## src/rtl/roi_harness_pkg.sv

```systemverilog
// Shared constants and helpers for the ROI serial/parallel harness.
package roi_harness_pkg;

  // Capture latency counter width and the largest latency it can express.
  localparam int CAP_LAT_W   = 4;
  localparam int CAP_LAT_MAX = (1 << CAP_LAT_W) - 1;

  // Source selected for the parallel ROI input register on a strobe.
  typedef enum logic [1:0] {
    DIN_SRC_HOLD = 2'd0,   // no strobe: keep the current ROI input
    DIN_SRC_PRE  = 2'd1,   // external strobe: shift register before this cycle's shift
    DIN_SRC_POST = 2'd2    // auto strobe: shift register including this cycle's bit
  } din_src_e;

  // Ceiling log2, minimum 1, used to size the bit counter.
  function automatic int clog2(input int value);
    int result;
    result = 1;
    for (int i = 1; i < 31; i++) begin
      if ((1 << i) < value) result = i + 1;
    end
    return result;
  endfunction

endpackage

```

## src/rtl/roi_shr_harness_if.sv

```systemverilog
// Pin-side and ROI-side signals of the harness, grouped for one port.
// The serial output is called do_o because "do" is a reserved word.
interface roi_shr_harness_if #(
  parameter int DIN_N  = 256,
  parameter int DOUT_N = 256,
  parameter int FCNT_W = 16
);
  logic              ce;
  logic              di;
  logic              stb;
  logic [DIN_N-1:0]  din;
  logic [DOUT_N-1:0] dout;
  logic              do_o;
  logic              busy;
  logic              overrun;
  logic [FCNT_W-1:0] frame_cnt;

  // Driver side: package pins plus the ROI result bus.
  modport master (
    output ce, di, stb, dout,
    input  din, do_o, busy, overrun, frame_cnt
  );

  // Harness side.
  modport slave (
    input  ce, di, stb, dout,
    output din, do_o, busy, overrun, frame_cnt
  );
endinterface

```

## src/rtl/roi_harness_cap_timer.sv

```systemverilog
// Capture scheduler: turns effective strobes into a capture pulse after
// CAP_LAT cycles and tracks pending / overrun status.
module roi_harness_cap_timer
  import roi_harness_pkg::*;
#(
  parameter int CAP_LAT = 0
) (
  input  logic clk,
  input  logic rst_n,
  input  logic stb_eff,
  output logic cap_fire,
  output logic busy,
  output logic overrun
);

  localparam logic [CAP_LAT_W-1:0] LOAD_VAL = CAP_LAT_W'(CAP_LAT);
  localparam bit                   TIMED    = (CAP_LAT != 0);

  logic [CAP_LAT_W-1:0] cap_cnt_q, cap_cnt_d;
  logic                 busy_q, busy_d;
  logic                 overrun_q, overrun_d;
  logic                 last_cycle;

  // Countdown, completion and re-arm; a strobe in the final cycle lets the
  // old capture finish before arming the new one, so it is not an overrun.
  always_comb begin
    last_cycle = (cap_cnt_q == CAP_LAT_W'(1));
    cap_cnt_d  = cap_cnt_q;
    busy_d     = busy_q;
    overrun_d  = overrun_q;
    if (cap_cnt_q != '0) cap_cnt_d = cap_cnt_q - CAP_LAT_W'(1);
    if (last_cycle) busy_d = 1'b0;
    if (TIMED && stb_eff) begin
      cap_cnt_d = LOAD_VAL;
      busy_d    = 1'b1;
      if (busy_q && !last_cycle) overrun_d = 1'b1;
    end
    // Zero latency captures in the strobe cycle itself.
    cap_fire = TIMED ? last_cycle : stb_eff;
  end

  // Timer state registers.
  always_ff @(posedge clk or negedge rst_n) begin
    if (!rst_n) begin
      cap_cnt_q <= '0;
      busy_q    <= 1'b0;
      overrun_q <= 1'b0;
    end else begin
      cap_cnt_q <= cap_cnt_d;
      busy_q    <= busy_d;
      overrun_q <= overrun_d;
    end
  end

  assign busy    = busy_q;
  assign overrun = overrun_q;

endmodule

```

## src/rtl/roi_shr_harness.sv

```systemverilog
// Serial-to-parallel harness for a minitest ROI: shifts di into a DIN_N-bit
// register, hands it to the ROI on a strobe, captures the ROI result after
// CAP_LAT cycles and shifts it back out on do_o.
module roi_shr_harness #(
  parameter int DIN_N    = 256,
  parameter int DOUT_N   = 256,
  parameter int CAP_LAT  = 0,
  parameter int AUTO_STB = 0,
  parameter int FCNT_W   = 16
) (
  input logic               clk,
  input logic               rst_n,
  roi_shr_harness_if.slave  bus
);
  import roi_harness_pkg::*;

  localparam int               BIT_W    = clog2(DIN_N);
  localparam logic [BIT_W-1:0] BIT_LAST = BIT_W'(DIN_N - 1);

  logic [DIN_N-1:0]  din_shr_q, din_shr_d;
  logic [DIN_N-1:0]  din_q, din_d;
  logic [DOUT_N-1:0] dout_shr_q, dout_shr_d;
  logic [BIT_W-1:0]  bit_cnt_q, bit_cnt_d;
  logic [FCNT_W-1:0] frame_cnt_q, frame_cnt_d;
  logic [DIN_N-1:0]  din_post;
  logic              auto_stb;
  logic              stb_eff;
  logic              cap_fire;
  logic              busy;
  logic              overrun;
  din_src_e          din_src;

  roi_harness_cap_timer #(
    .CAP_LAT (CAP_LAT)
  ) u_cap_timer (
    .clk      (clk),
    .rst_n    (rst_n),
    .stb_eff  (stb_eff),
    .cap_fire (cap_fire),
    .busy     (busy),
    .overrun  (overrun)
  );

  // Shift chain, strobe generation, ROI input transfer, capture and counting.
  always_comb begin
    din_post = {din_shr_q[DIN_N-2:0], bus.di};
    auto_stb = (AUTO_STB != 0) && bus.ce && (bit_cnt_q == BIT_LAST);
    stb_eff  = bus.stb | auto_stb;

    // A frame completed by the auto strobe includes the bit arriving now.
    if (auto_stb)     din_src = DIN_SRC_POST;
    else if (bus.stb) din_src = DIN_SRC_PRE;
    else              din_src = DIN_SRC_HOLD;

    din_shr_d = bus.ce ? din_post : din_shr_q;

    case (din_src)
      DIN_SRC_PRE:  din_d = din_shr_q;
      DIN_SRC_POST: din_d = din_post;
      default:      din_d = din_q;
    endcase

    bit_cnt_d = bit_cnt_q;
    if (bus.stb) begin
      bit_cnt_d = '0;
    end else if (bus.ce) begin
      bit_cnt_d = (bit_cnt_q == BIT_LAST) ? '0 : bit_cnt_q + BIT_W'(1);
    end

    // The output register continues the input chain; a capture wins.
    if (cap_fire)    dout_shr_d = bus.dout;
    else if (bus.ce) dout_shr_d = {dout_shr_q[DOUT_N-2:0], din_shr_q[DIN_N-1]};
    else             dout_shr_d = dout_shr_q;

    frame_cnt_d = cap_fire ? frame_cnt_q + FCNT_W'(1) : frame_cnt_q;
  end

  // Datapath registers.
  always_ff @(posedge clk or negedge rst_n) begin
    if (!rst_n) begin
      din_shr_q   <= '0;
      din_q       <= '0;
      dout_shr_q  <= '0;
      bit_cnt_q   <= '0;
      frame_cnt_q <= '0;
    end else begin
      din_shr_q   <= din_shr_d;
      din_q       <= din_d;
      dout_shr_q  <= dout_shr_d;
      bit_cnt_q   <= bit_cnt_d;
      frame_cnt_q <= frame_cnt_d;
    end
  end

  assign bus.din       = din_q;
  assign bus.do_o      = dout_shr_q[DOUT_N-1];
  assign bus.busy      = busy;
  assign bus.overrun   = overrun;
  assign bus.frame_cnt = frame_cnt_q;

endmodule
```

## src/flat_wrapper.sv

```systemverilog
// flat-port wrapper written by rule: the top's interface ports become plain ports
module roi_shr_harness_flat import roi_harness_pkg::*;
#(
  parameter int DIN_N    = 256,
  parameter int DOUT_N   = 256,
  parameter int CAP_LAT  = 0,
  parameter int AUTO_STB = 0,
  parameter int FCNT_W   = 16
)
  (clk, rst_n, bus_ce, bus_di, bus_stb, bus_dout, bus_din, bus_do_o, bus_busy, bus_overrun, bus_frame_cnt);
  roi_shr_harness_if #(.DIN_N(DIN_N), .DOUT_N(DOUT_N), .FCNT_W(FCNT_W)) bus_i ();
  input logic clk;
  input logic rst_n;
  input wire logic [$bits(bus_i.ce)-1:0] bus_ce;
  input wire logic [$bits(bus_i.di)-1:0] bus_di;
  input wire logic [$bits(bus_i.stb)-1:0] bus_stb;
  input wire logic [$bits(bus_i.dout)-1:0] bus_dout;
  output wire logic [$bits(bus_i.din)-1:0] bus_din;
  output wire logic [$bits(bus_i.do_o)-1:0] bus_do_o;
  output wire logic [$bits(bus_i.busy)-1:0] bus_busy;
  output wire logic [$bits(bus_i.overrun)-1:0] bus_overrun;
  output wire logic [$bits(bus_i.frame_cnt)-1:0] bus_frame_cnt;
  assign bus_i.ce = bus_ce;
  assign bus_i.di = bus_di;
  assign bus_i.stb = bus_stb;
  assign bus_i.dout = bus_dout;
  assign bus_din = bus_i.din;
  assign bus_do_o = bus_i.do_o;
  assign bus_busy = bus_i.busy;
  assign bus_overrun = bus_i.overrun;
  assign bus_frame_cnt = bus_i.frame_cnt;
  roi_shr_harness #(.DIN_N(DIN_N), .DOUT_N(DOUT_N), .CAP_LAT(CAP_LAT), .AUTO_STB(AUTO_STB), .FCNT_W(FCNT_W)) u_core (.clk(clk), .rst_n(rst_n), .bus(bus_i));
endmodule
```

## config.mk

```make
export PLATFORM = sky130hd
export DESIGN_NAME = roi_shr_harness_flat
export DESIGN_NICKNAME = d
export VERILOG_FILES = /design/src/rtl/roi_harness_pkg.sv /design/src/rtl/roi_shr_harness_if.sv /design/src/rtl/roi_harness_cap_timer.sv /design/src/rtl/roi_shr_harness.sv /design/src/flat_wrapper.sv
export SDC_FILE = /design/constraint.sdc
export NUM_CORES = 1
export LEC_CHECK = 0
export ABC_AREA = 1
export CAP_MARGIN = 20
export CORE_MARGIN = 5
export CORE_UTILIZATION = 35
export CTS_CLUSTER_SIZE = 14
export DETAILED_ROUTE_END_ITERATION = 10
export PLACE_DENSITY_LB_ADDON = 0.1
export SLEW_MARGIN = 30
export SYNTH_ARGS = -nofsm -noshare
export SYNTH_HDL_FRONTEND = slang
export SYNTH_SLANG_ARGS = --single-unit
```

## constraint.sdc

```tcl
create_clock -name clk -period 1.2 [get_ports clk]
set_clock_uncertainty 0.1 [all_clocks]
set_input_delay 0.18 -clock clk [delete_from_list [all_inputs] [get_ports clk]]
set_output_delay 0.18 -clock clk [all_outputs]
set_load 0.005 [all_outputs]
```

## Yosys cells after proc, flatten, opt, wreduce, memory -nomap -nowiden

Cells that the tools add are included.

- Input port bits: 261
- Logic and storage cells: 13
- Bits in registers: 784
- Output and inout bits: 275

- Equal/unequal tests: 2
- Reductions and logical operators: 2
- Multiplexer cells: 4
- $add $sub $neg: 1

Operators by type and width:

| cell | count |
|---|---|
| two-way mux 256 bit | 2 |
| case mux 256 bit (2 select lines) | 1 |
| adder 16 x 1 -> 16 bit (second input constant) | 1 |
| nonzero test 2 bit | 2 |
| == test 2 x 1 -> 1 bit (second input constant) | 1 |
| == test 2 bit (second input constant) | 1 |
| two-way mux 1 bit | 1 |

## Depth between registers and ports, before layout

- Depth after elaboration: 3
- Gate-level depth with buffers: 8

## By module

Synthesis repeated with hierarchy kept, for this count alone.

- Cells, all modules: 2860
- Area, all modules: 30325.3 µm²

By module, submodules not included:

| module | cells an instance | sequential area each (µm²) | area each (µm²) | instances |
|---|---|---|---|---|
| roi_shr_harness | 2856 | 19618.8 | 30299.1 | 1 |
| roi_harness_cap_timer | 4 | 0.0 | 26.3 | 1 |

## Worst setup path after synthesis

Ideal clock, no wire load.

- Kind: register to register
- From: reg u_core.frame_cnt_q[0], in the netlist u_core.bus.frame_cnt[0]
- To: reg u_core.frame_cnt_q[12], in the netlist u_core.bus.frame_cnt[12]
- Library setup time: 117 ps
- Cell stages (with the launch flop): 9
- Path slack: -125 ps
- Clock period less this slack: 1325 ps
- Arrival time: 1108 ps
- Cells stage by stage: dfrtp_1 ha_1 nand2_1 nor2_1 nand2_1 inv_1 nand2_1 nand2_1 nand2_1

- Cells in the longest elaborated chain, start to end: 1

Ends and longest elaborated chain:

| what | RTL line | RTL |
|---|---|---|
| start, declared | roi_shr_harness.sv:24 | `logic [FCNT_W-1:0] frame_cnt_q, frame_cnt_d;` |
| start signal, assigned | roi_shr_harness.sv:91 | `frame_cnt_q <= frame_cnt_d;` |
| adder 16 x 1 -> 16 bit | roi_shr_harness.sv:75 | `frame_cnt_d = cap_fire ? frame_cnt_q + FCNT_W'(1) : frame_cnt_q;` |

Every way passes these cells.
A chain may end at the register's enable or synchronous reset.

## Final worst setup path

- From: reg u_core.frame_cnt_q[1], in the netlist u_core.bus.frame_cnt[1]
- To: out bus_frame_cnt[1]

RTL lines:

| what | RTL line | RTL |
|---|---|---|
| end, declared | flat_wrapper.sv:22 | `output wire logic [$bits(bus_i.frame_cnt)-1:0] bus_frame_cnt;` |

No word-level cell between the ends.

==> impl_metrics.csv <==
group,metric,value,unit
route,drc,0,
logic_synthesis,synth_edf_count,0,
timing,fin_crit_sh,1.279,
global_route,antenna_found_initial,6,
global_route,grt_pass1_vias,24390,
clocking,clock_latency,630,ps
global_route,globalRouteMet2Util,0.3039,
power_and_ir_drop,p_leak,0.02074,uW
logic_synthesis,synth.most_common_cell,"nand2_1",
route,viasPerCell,4.647,
die,ioPinCount,536,
clocking,path_clk_slew,60,ps
logic_synthesis,yosysSeqAreaShare,0.6334,
power_and_ir_drop,switching_share,0.2746,
route,post_drt_wl_per_cell,17.66,um
power_and_ir_drop,power.density,1677,mW/mm^2
die,dieArea,0.09454,mm^2
clocking,cts_tree,"built",
timing,fin_crit,1535,ps
placed_design,gp_congestion,0.7559,
logic_synthesis,yosysWarnings,0,
worst_setup_path,rr_startpoint,"u_core.bus.frame_cnt[1]",
worst_setup_path,end_kind,"output pin",
placed_design,port_buffers,533,
logic_synthesis,synth_seq_cells,784,
die,core-area,0.08810,mm^2
timing,setup_viol,287,
layout,nets,4164,
global_route,use_met3,0.04236,
worst_setup_path,rr_endpoint,"u_core.bus.frame_cnt[12]",
die,fp.dieW,307.5,um
clocking,cts-root-buf,"clkbuf_16",
timing,clock.fmax,651.5,MHz
global_route,grt_overflow,0,
worst_setup_path,worst-path-max-fanout,2,
global_route,grt_max_degree,86,
route,routed-via-count,23890,
clocking,cts_buffer_depth,3,
global_route,grt_pass1_wl,142300,um
timing,finalHoldViolCount,0,
global_route,grtUsageMet1,0.2596,
die,die_h,307.5,um
layout,area_delta_synth_final,37.08,%
power_and_ir_drop,clkPwrFrac,0.371,
route,initialDrtViolationCount,1659,
logic_synthesis,syn_area_per_cell,9.883,um^2
placed_design,dpl-instance-area,0.03896,mm^2
worst_hold_path,hp-start,"bus_ce",
status,violations,"negative setup slack",
worst_hold_path,hold_path_depth,5,
logic_synthesis,synth_ff_type,"dfrtp_1",
timing,slew_headroom,0.5611,
timing,worst_slack,-334.9,ps
layout,postLayoutCellArea,0.04246,mm^2
die,row_count,109,
timing,worstMarginPinSlew,658.4,ps
global_route,busiest_layer,"met2",
worst_setup_path,worstPathRequired,920,ps
worst_setup_path,worstSetupStartpointType,"flip-flop",
logic_synthesis,syn_inst,3134,
route,wl,90810,um
timing,rsz0062_at_grt,"yes",
worst_setup_path,path_class,"flip-flop to output pin",
worst_setup_path,arrival,1250,ps
status,run_status,"finished with violations",
clocking,cts_buffers,88,
timing,finalMaxSlewViolations,0,
die,initial_core_util,0.3516,
logic_synthesis,synth_area_leaders,"dfrtp_1, nand2_1, o21ai_0, o221ai_1, inv_1",
logic_synthesis,synth_top_cell_by_area,"dfrtp_1",
worst_setup_path,r2r_slack,-200,ps
clocking,cts_max_level,3,
logic_synthesis,synth_common_cells,"nand2_1, dfrtp_1, inv_1, o21ai_0, o221ai_1",
route,ant_nets,0,
power_and_ir_drop,p_int,51660,uW
worst_setup_path,reg2reg_depth,9,
logic_synthesis,netlist_area,0.03097,mm^2
flow_run,cap_violations,0,
power_and_ir_drop,ir_drop,1157,uV
power_and_ir_drop,p_seq_frac,0.454,
power_and_ir_drop,switching_power,19560,uW
logic_synthesis,synth_cell_types,26,
placed_design,dp_slack,-159.8,ps
logic_synthesis,synth.top_cell.area_share,0.6334,
timing,holdWs,16.36,ps
power_and_ir_drop,combPwrFrac,0.175,
global_route,track_usage,0.1871,
worst_hold_path,hold_class,"input port to flip-flop",
layout,drive_gt1_frac,0.2026,
route,dr.pass1.iters,5,
placed_design,place.detailed.hpwl,63250,um
logic_synthesis,synthArstFlopShare,1.000,
clocking,clkSinkCount,784,
worst_hold_path,whs_endpoint,"u_core.din_shr_q[81]",
[layout make-up]
type                       count  area (um^2)
antenna                        7        17.52
inverter                     401         1520
clock inverter                24        257.7
fill                        8366        45640
sequential                   784        19620
timing repair buffer         877         8078
clock buffer                 133         2611
tap                         1165         1458
multi-input combinational   1750         8897
[how the worst max path moves through the flow]
stage                            startpoint                  endpoint  cells after the start
finish              u_core.bus.frame_cnt[1]          bus_frame_cnt[1]                      2
global route        u_core.bus.frame_cnt[1]          bus_frame_cnt[1]                      2
floorplan           u_core.bus.frame_cnt[0]  u_core.bus.frame_cnt[12]                      8
detailed placement                  bus_stb     u_core.dout_shr_q[26]                      6
global placement    u_core.bus.frame_cnt[1]  u_core.bus.frame_cnt[12]                      8
CTS                 u_core.bus.frame_cnt[6]          bus_frame_cnt[6]                      2
[power groups by stage]
stage	Combinational (uW)	Sequential, uW	Clock [uW]
floorplan	4620	32300	0
global placement	11800	32800	0
detailed placement	11900	32800	0
CTS	12100	32300	27300
global route	14000	32800	28300
finish	12500	32300	26400
[worst max-delay path, stage by stage (launching register included)]
cell     delay [ps]
dfrtp_1         400
buf_6           130
buf_6           100
[cells in the final DEF (no fill, tap or decap), drive strengths merged, types with 2 or more instances in the layout]
cell           Yosys  final
or2                2      2
clkbuf            71    134
clkdlybuf4s50      0    257
xor2               3      3
nand2           1058   1058
clkinvlp           0      3
inv              401    403
nor2              21     21
nand3              7      7
o21ai            393    393
xnor2              3      3
buf              129    582
dlygate4sd3        0     36
clkinv             0     18
diode              0      7
o221ai           255    255
dfrtp            784    784
conb               1      2
[logic make-up after synthesis]
family	share of synthesized area
xor+xnor	0.001697
flops	0.6334
simple gates	0.1335
fa+ha+maj	0.0004039
buf+inv	0.08661
other cells	0.0001211
compound gates	0.1443
[layer usage]
metal,wire length [um],part of all wire
met1,40940,0.45
met3,5339,0.059
met5,0,0
met4,1686,0.019
met2,42850,0.47
[metrics by stage]
step | setup TNS, ps | cells | utilization | total power (uW)
after global placement | -27840 | 4814 | 0.4422 | 44640
after detailed placement | -31510 | 4814 | 0.4422 | 44760
after global routing | -82250 | 5137 | 0.4818 | 75030
final | -64970 | 5141 | 0.4819 | 71220
after CTS | -81890 | 5088 | 0.4755 | 71790
after floorplan | -360.7 | 3135 | - | 36970
[flip-flops by register name, indices dropped and copies added (netlist names)]
name / cells
u_core.dout_shr_q: 256
u_core.bus.din: 256
u_core.bus.frame_cnt: 16
u_core.din_shr_q: 256
[what timing repair did]
action,4_1_cts,5_1_grt
endpoints found under the setup margin,285,366
hold buffers,37,2
endpoints found under the hold margin,843,5
setup buffers,80,53
gates resized for setup,1208,55
pin swaps,10,29
Note: power is estimated with default switching activity, not from simulation.
